### config.mk
export PLATFORM = sky130hd
export DESIGN_NAME = pipe_rx_fifo
export DESIGN_NICKNAME = d
export VERILOG_FILES = /design/src/rtl/pipe_rx_pkg.sv /design/src/rtl/pipe_rx_mem.sv /design/src/rtl/pipe_rx_fifo.sv
export SDC_FILE = /design/constraint.sdc
export NUM_CORES = 1
export LEC_CHECK = 0
export CAP_MARGIN = 20
export CORE_MARGIN = 5
export CORE_UTILIZATION = 30
export CTS_BUF_LIST = sky130_fd_sc_hd__clkbuf_8 sky130_fd_sc_hd__clkbuf_16
export DETAILED_ROUTE_END_ITERATION = 10
export PLACE_DENSITY = 0.5
export SYNTH_ARGS = -nofsm -noshare
export SYNTH_HDL_FRONTEND = slang
export SYNTH_SLANG_ARGS = --single-unit
### constraint.sdc
create_clock -name clk -period 2.2 [get_ports clk]
set_input_delay 0.55 -clock clk [delete_from_list [all_inputs] [get_ports clk]]
set_output_delay 0.55 -clock clk [all_outputs]
set_load 0.05 [all_outputs]
### src/rtl/pipe_rx_pkg.sv
// ============================================================================
// Module : pipe_rx_pkg
// Brief  : Shared defaults, derived widths and word type for the pipe_rx FIFO.
// Rev    : 1.0
// ============================================================================
`default_nettype none

package pipe_rx_pkg;

    localparam int DATA_WIDTH_DEF     = 8;
    localparam int DROP_CNT_WIDTH_DEF = 8;
    localparam int DEPTH_DEF          = 4;

    // Pointers carry one extra wrap bit so full and empty are distinguishable.
    localparam int PTR_W = $clog2(DEPTH_DEF) + 1;
    localparam int LVL_W = $clog2(DEPTH_DEF) + 1;

    typedef logic [DATA_WIDTH_DEF-1:0] data_t;

endpackage : pipe_rx_pkg

`default_nettype wire

### src/rtl/pipe_rx_mem.sv
// ============================================================================
// Module : pipe_rx_mem
// Brief  : DEPTH x DATA_WIDTH register array, synchronous write, async read.
// Rev    : 1.0
// ============================================================================
`default_nettype none

module pipe_rx_mem #(
    parameter int DATA_WIDTH = 8,
    parameter int DEPTH      = 4,
    parameter int AW         = $clog2(DEPTH)
) (
    input  logic                  clk,
    input  logic                  we_i,
    input  logic [AW-1:0]         waddr_i,
    input  logic [DATA_WIDTH-1:0] wdata_i,
    input  logic [AW-1:0]         raddr_i,
    output logic [DATA_WIDTH-1:0] rdata_o
);

    logic [DATA_WIDTH-1:0] mem_q [DEPTH];

    // Storage is intentionally left unreset; out_vld gates its visibility.
    always_ff @(posedge clk) begin
        if (we_i) begin
            mem_q[waddr_i] <= wdata_i;
        end
    end

    assign rdata_o = mem_q[raddr_i];

endmodule : pipe_rx_mem

`default_nettype wire

### src/rtl/pipe_rx_fifo.sv
// ============================================================================
// Module : pipe_rx_fifo
// Brief  : Drop-on-full capture FIFO behind a stall-free pipeline, FWFT output.
//          Optional saturating drop counter under macro PIPE_RX_DROP_CNT_EN.
// Rev    : 1.0
// ============================================================================
`default_nettype none

module pipe_rx_fifo
    import pipe_rx_pkg::*;
#(
    parameter int DATA_WIDTH     = DATA_WIDTH_DEF,
    parameter int DEPTH          = DEPTH_DEF,
    parameter int DROP_CNT_WIDTH = DROP_CNT_WIDTH_DEF
) (
    input  logic                        clk,
    input  logic                        rst_n,
    input  logic [DATA_WIDTH-1:0]       in_data,
    input  logic                        in_vld,
    output logic [DATA_WIDTH-1:0]       out_data,
    output logic                        out_vld,
    input  logic                        out_rd,
    output logic [$clog2(DEPTH):0]      level,
    output logic                        overflow,
`ifdef PIPE_RX_DROP_CNT_EN
    output logic [DROP_CNT_WIDTH-1:0]   drop_cnt,
`endif
    input  logic                        clr_ovf
);

    localparam int AW = $clog2(DEPTH);
    localparam int PW = AW + 1;

    logic [PW-1:0]         wptr_q, wptr_d;
    logic [PW-1:0]         rptr_q, rptr_d;
    logic                  ovf_q, ovf_d;
    logic                  empty_w, full_w;
    logic                  push_w, pop_w, drop_w;
    logic [DATA_WIDTH-1:0] rdata_w;

    assign empty_w = (wptr_q == rptr_q);
    assign full_w  = (wptr_q[AW-1:0] == rptr_q[AW-1:0]) && (wptr_q[AW] != rptr_q[AW]);

    assign pop_w   = !empty_w && out_rd;
    // A pop in the same cycle frees the slot, so a full buffer can still accept.
    assign push_w  = in_vld && (!full_w || pop_w);
    assign drop_w  = in_vld && !push_w;

    always_comb begin
        wptr_d = wptr_q;
        rptr_d = rptr_q;
        ovf_d  = ovf_q;
        if (push_w) begin
            wptr_d = wptr_q + PW'(1);
        end
        if (pop_w) begin
            rptr_d = rptr_q + PW'(1);
        end
        if (drop_w) begin
            ovf_d = 1'b1;
        end else if (clr_ovf) begin
            ovf_d = 1'b0;
        end
    end

    always_ff @(posedge clk or negedge rst_n) begin
        if (!rst_n) begin
            wptr_q <= '0;
            rptr_q <= '0;
            ovf_q  <= 1'b0;
        end else begin
            wptr_q <= wptr_d;
            rptr_q <= rptr_d;
            ovf_q  <= ovf_d;
        end
    end

    pipe_rx_mem #(
        .DATA_WIDTH (DATA_WIDTH),
        .DEPTH      (DEPTH),
        .AW         (AW)
    ) u_mem (
        .clk     (clk),
        .we_i    (push_w),
        .waddr_i (wptr_q[AW-1:0]),
        .wdata_i (in_data),
        .raddr_i (rptr_q[AW-1:0]),
        .rdata_o (rdata_w)
    );

    // Modulo-2*DEPTH difference of the pointers is exactly the occupancy.
    assign level    = wptr_q - rptr_q;
    assign out_vld  = !empty_w;
    assign out_data = empty_w ? '0 : rdata_w;
    assign overflow = ovf_q;

`ifdef PIPE_RX_DROP_CNT_EN
    logic [DROP_CNT_WIDTH-1:0] cnt_q, cnt_d;

    always_comb begin
        cnt_d = cnt_q;
        if (drop_w) begin
            if (clr_ovf) begin
                cnt_d = DROP_CNT_WIDTH'(1);
            end else if (cnt_q != '1) begin
                cnt_d = cnt_q + DROP_CNT_WIDTH'(1);
            end
        end else if (clr_ovf) begin
            cnt_d = '0;
        end
    end

    always_ff @(posedge clk or negedge rst_n) begin
        if (!rst_n) begin
            cnt_q <= '0;
        end else begin
            cnt_q <= cnt_d;
        end
    end

    assign drop_cnt = cnt_q;
`endif

endmodule : pipe_rx_fifo

`default_nettype wire

# Yosys cells after proc, flatten, opt, wreduce, memory -nomap -nowiden
# Memory sizes are Yosys's and may differ from the RTL's.
# Cells that the tools add are included.
# word_totals
ff_bits,7
mem_bits_rw,32
output_inout_bits,13
elab_cells,24
memories,1
# memory_table
memory,words,word_bits,rd,rd_clocked_by_memory_dff,wr,line,source
u_mem.mem_q,4,8,1,0,1,pipe_rx_mem.sv:21,logic [DATA_WIDTH-1:0] mem_q [DEPTH];
# classes
add_sub_neg,3
eq_ne,3
n_mux,5
reduce_logical,9
# op_table
cell,count
$mux W8,1
$add A3 B1 Y3 const B,2
$logic_and A1 B1 Y1,4
$mux W1,4
$eq A3 B3 Y1,1
$logic_not A1 Y1,3
$sub A3 B3 Y3,1
$eq A2 B2 Y1,1
$reduce_bool A2 Y1,1
$logic_or A1 B1 Y1,1
$ne A1 B1 Y1,1

# Depth between registers and ports, before layout
# logic_depth
word_depth,8
ltp_mapped,6
mapped_depth_nobuf,5

# Hierarchy
# From an unflattened synthesis, not the netlist that was laid out.
# unflattened
hier_cells,96
hier_area_um2,1681.6
# modules_own_cells
mod,instances,cells_each,area_each_um2
pipe_rx_mem,1,46,1188.6
pipe_rx_fifo,1,50,493.0

# Worst setup path after synthesis
# OpenSTA, ideal clock, no wires.
# synth_timing
path_type,reg-to-output
startpoint,register rptr_q[1]
endpoint,output port out_data[0]
arrival_ns,2.119
required_ns,1.650
path_slack_ns,-0.469
stages_incl_launch_ff,7
n_path_buf,2
cell_sequence,dfrtp_1 -> clkbuf_1 -> inv_1 -> ha_1 -> and3_1 -> buf_2 -> nor2b_1
# synth_between
elab_chain_cells,2
# synth_lines
item,line,source
from (decl),pipe_rx_fifo.sv:35,"logic [PW-1:0] rptr_q, rptr_d;"
from (signal assigned),pipe_rx_fifo.sv:73,rptr_q <= rptr_d;
$mem_v2 Z4 W8 / $eq A3 B3 Y1 (equally long branches),n/a,
$mux W8 *,pipe_rx_fifo.sv:94,assign out_data = empty_w ? '0 : rdata_w;
to (decl),pipe_rx_fifo.sv:20,"output logic [DATA_WIDTH-1:0] out_data,"
# Every way passes the cells marked *; elsewhere a longest branch is shown, timed or not.

# Final worst setup path
# layout_timing
startpoint,register rptr_q[0]
endpoint,output port out_data[3]
# Same word-level chain as after synthesis.

==> flow_summary.ini <==
[synth]
async_flop_share_pct = 17.9
synth_area_leaders = edfxtp_1 (56%), mux4_2 (11%), dfrtp_1 (10%), ha_1 (5.1%), nor2b_1 (2.9%)
synth_ff_type = edfxtp_1
ys_warn_count = 0
synth_top_area_cell = edfxtp_1
synth_nets = 120
synth_edf_count = 32
ys_types = 23
avgSynthCellArea_um2 = 17.2
ys_seq_area_share_pct = 66.8
synth_top_cell_area_share_pct = 56.5
syn-cell-area_um2 = 1700
ys_seq_elements = 39
syn_inst = 99

[sta]
min_period_ps = 2210
fmax_mhz = 452
skew_ps = 4.90
max_slew_margin_pct = 66.7
rsz0062_at_grt = yes
hold_ws_ps = 526
maxSlewViolCount = 0
setup_viol = 5
worstMarginPinSlew_ps = 498
hold_viol = 0
finalCritPeriodShare_pct = 101
setup_slack_ps = -14.5

[placement]
placed_area_um2 = 2200
gp_congestion = 0.808
dpl.hpwl_um = 2310
place.port_buffers = 25
dp_cells = 204
post-place-ws_ps = 79.6

[global_route]
grt_pass1_wl_um = 5440
first_global_vias = 1072
overflow = 0
antenna_found_initial = 0
grt_max_degree = 14
grtUsageTotal_pct = 9.88

[cts]
cts_buffers = 5
path_clk_slew_ps = 70
clock_sink_count = 39
cts_root_buf = clkbuf_8
worstSkewPairLatency_ps = 290
tritoncts = done
cts_max_level = 2
clockBufferDepth = 2

[floorplan]
core_area_um2 = 5510
ios = 26
dieArea_um2 = 7280
die_height_um = 85.3
initial_core_util_pct = 30.9
rows = 27
chipWidth_um = 85.3

[critical_path]
endpoint_kind = output pin
crit_arrival_ps = 1660
crit_path_start_kind = flop
cp.required_ps = 1650
crit_fanout = 6
reg2reg_to = u_mem.mem_q[2][2]$_DFFE_PP_
reg2regPathDepth = 5
crit_type = reg2out
rrSetupSlack_ps = 300
reg2reg_from = rptr_q[0]$_DFFE_PN0P_

[layout]
synthToLayoutAreaGrowth_pct = 44.0
layout_common_cells = edfxtp_1 (32), clkdlybuf4s50_1 (13), buf_4 (12)
fin_nets = 165
fin_cells = 217
drive_gt1_share_pct = 46.2
fin_area_um2 = 2450
num_antenna_cells = 0
final_common_cell = edfxtp_1

[route]
vias = 969
wl_um = 3290
drt_iter0_markers = 29
post_drt_via_cell_ratio = 4.47
drc = 0
ant_nets = 0
post_drt_wl_per_cell_um = 15.1
first_pass_iters = 4

[hold_path]
min-delay-path-class = in2async

[flow_run]
maxCapViolCount = 0

[outcome]
status = complete, but fails checks
failed_checks = setup timing
-- registers in the layout (all words and copies together), names as in the netlist --
register / flops
wptr_q: 3
overflow: 1
u_mem.mem_q: 32
rptr_q: 3
-- logic make-up after synthesis --
logic type               Yosys count  synth area share, %
buffers and inverters             12                 2.79
AO/OA/AOI/OAI                      8                 2.79
AND/OR/NAND/NOR                   17                 6.03
flip-flops                        39                 66.8
multiplexers                      11                 12.8
XOR/XNOR                           4                 2.50
adder cells (fa/ha/maj)            8                 6.32
-- metrics by stage --
step	setup TNS, ps	utilization, %
after detailed placement	0	40.0
after CTS	-254	43.6
after floorplan	0	-
final	-29.1	44.5
after global placement	0	40.0
after global routing	-517	44.5
-- repair_timing --
item	CTS	global route
setup buffers	3	1
gates cloned	0	1
pin swaps	3	4
setup endpoints to repair	11	11
resized for setup	19	3
hold buffers	0	0
-- area by class of cell --
cell class                 instances  area (um2)
multi-input combinational         48         618
timing repair buffer              41         453
sequential                        39        1140
inverter                           9        37.5
clock buffer                       5        68.8
clock inverter                     3        42.5
tap                               72        90.1
fill                             482        3060
-- worst max-delay path by stage --
stage | endpoint | cells past startpoint | from | slack, ps
global placement | u_mem.mem_q[2][4]$_DFFE_PP_ | 4 | out_rd | 90
detailed placement | u_mem.mem_q[1][4]$_DFFE_PP_ | 4 | out_rd | 80
finish | out_data[3] | 4 | rptr_q[0]$_DFFE_PN0P_ | -10
global route | out_data[3] | 4 | rptr_q[0]$_DFFE_PN0P_ | -80
floorplan | out_vld | 6 | rptr_q[1]$_DFFE_PN0P_ | 40
CTS | out_data[3] | 4 | rptr_q[0]$_DFFE_PN0P_ | -40
-- critical path, cell delays in order, from the launching register on --
cell and delay [ps]:
dfrtp_2 430, buf_6 160, mux4_2 500, nor2b_4 140, buf_8 140
-- cell usage after synthesis (2+ instances only) --
cell type and number:
xnor2_1 3, nor2b_1 8, inv_1 9, buf_2 2, a21oi_1 2, nand2_1 2
edfxtp_1 32, mux2_2 2, and3_1 5, dfrtp_1 7, a31oi_1 2, ha_1 7
mux4_2 8
-- layer usage --
layer  global-route usage, %  share of wire [%]  vias up
met5                       0                  0        -
met4                    4.75                1.9        0
li1                        -                  -      459
met3                    2.72                3.3        7
met1                    11.6                 42      484
met2                    16.7                 53       19
Power is not shown: default switching activity piles up to over one toggle a cycle in this logic, so the estimate is an artifact.
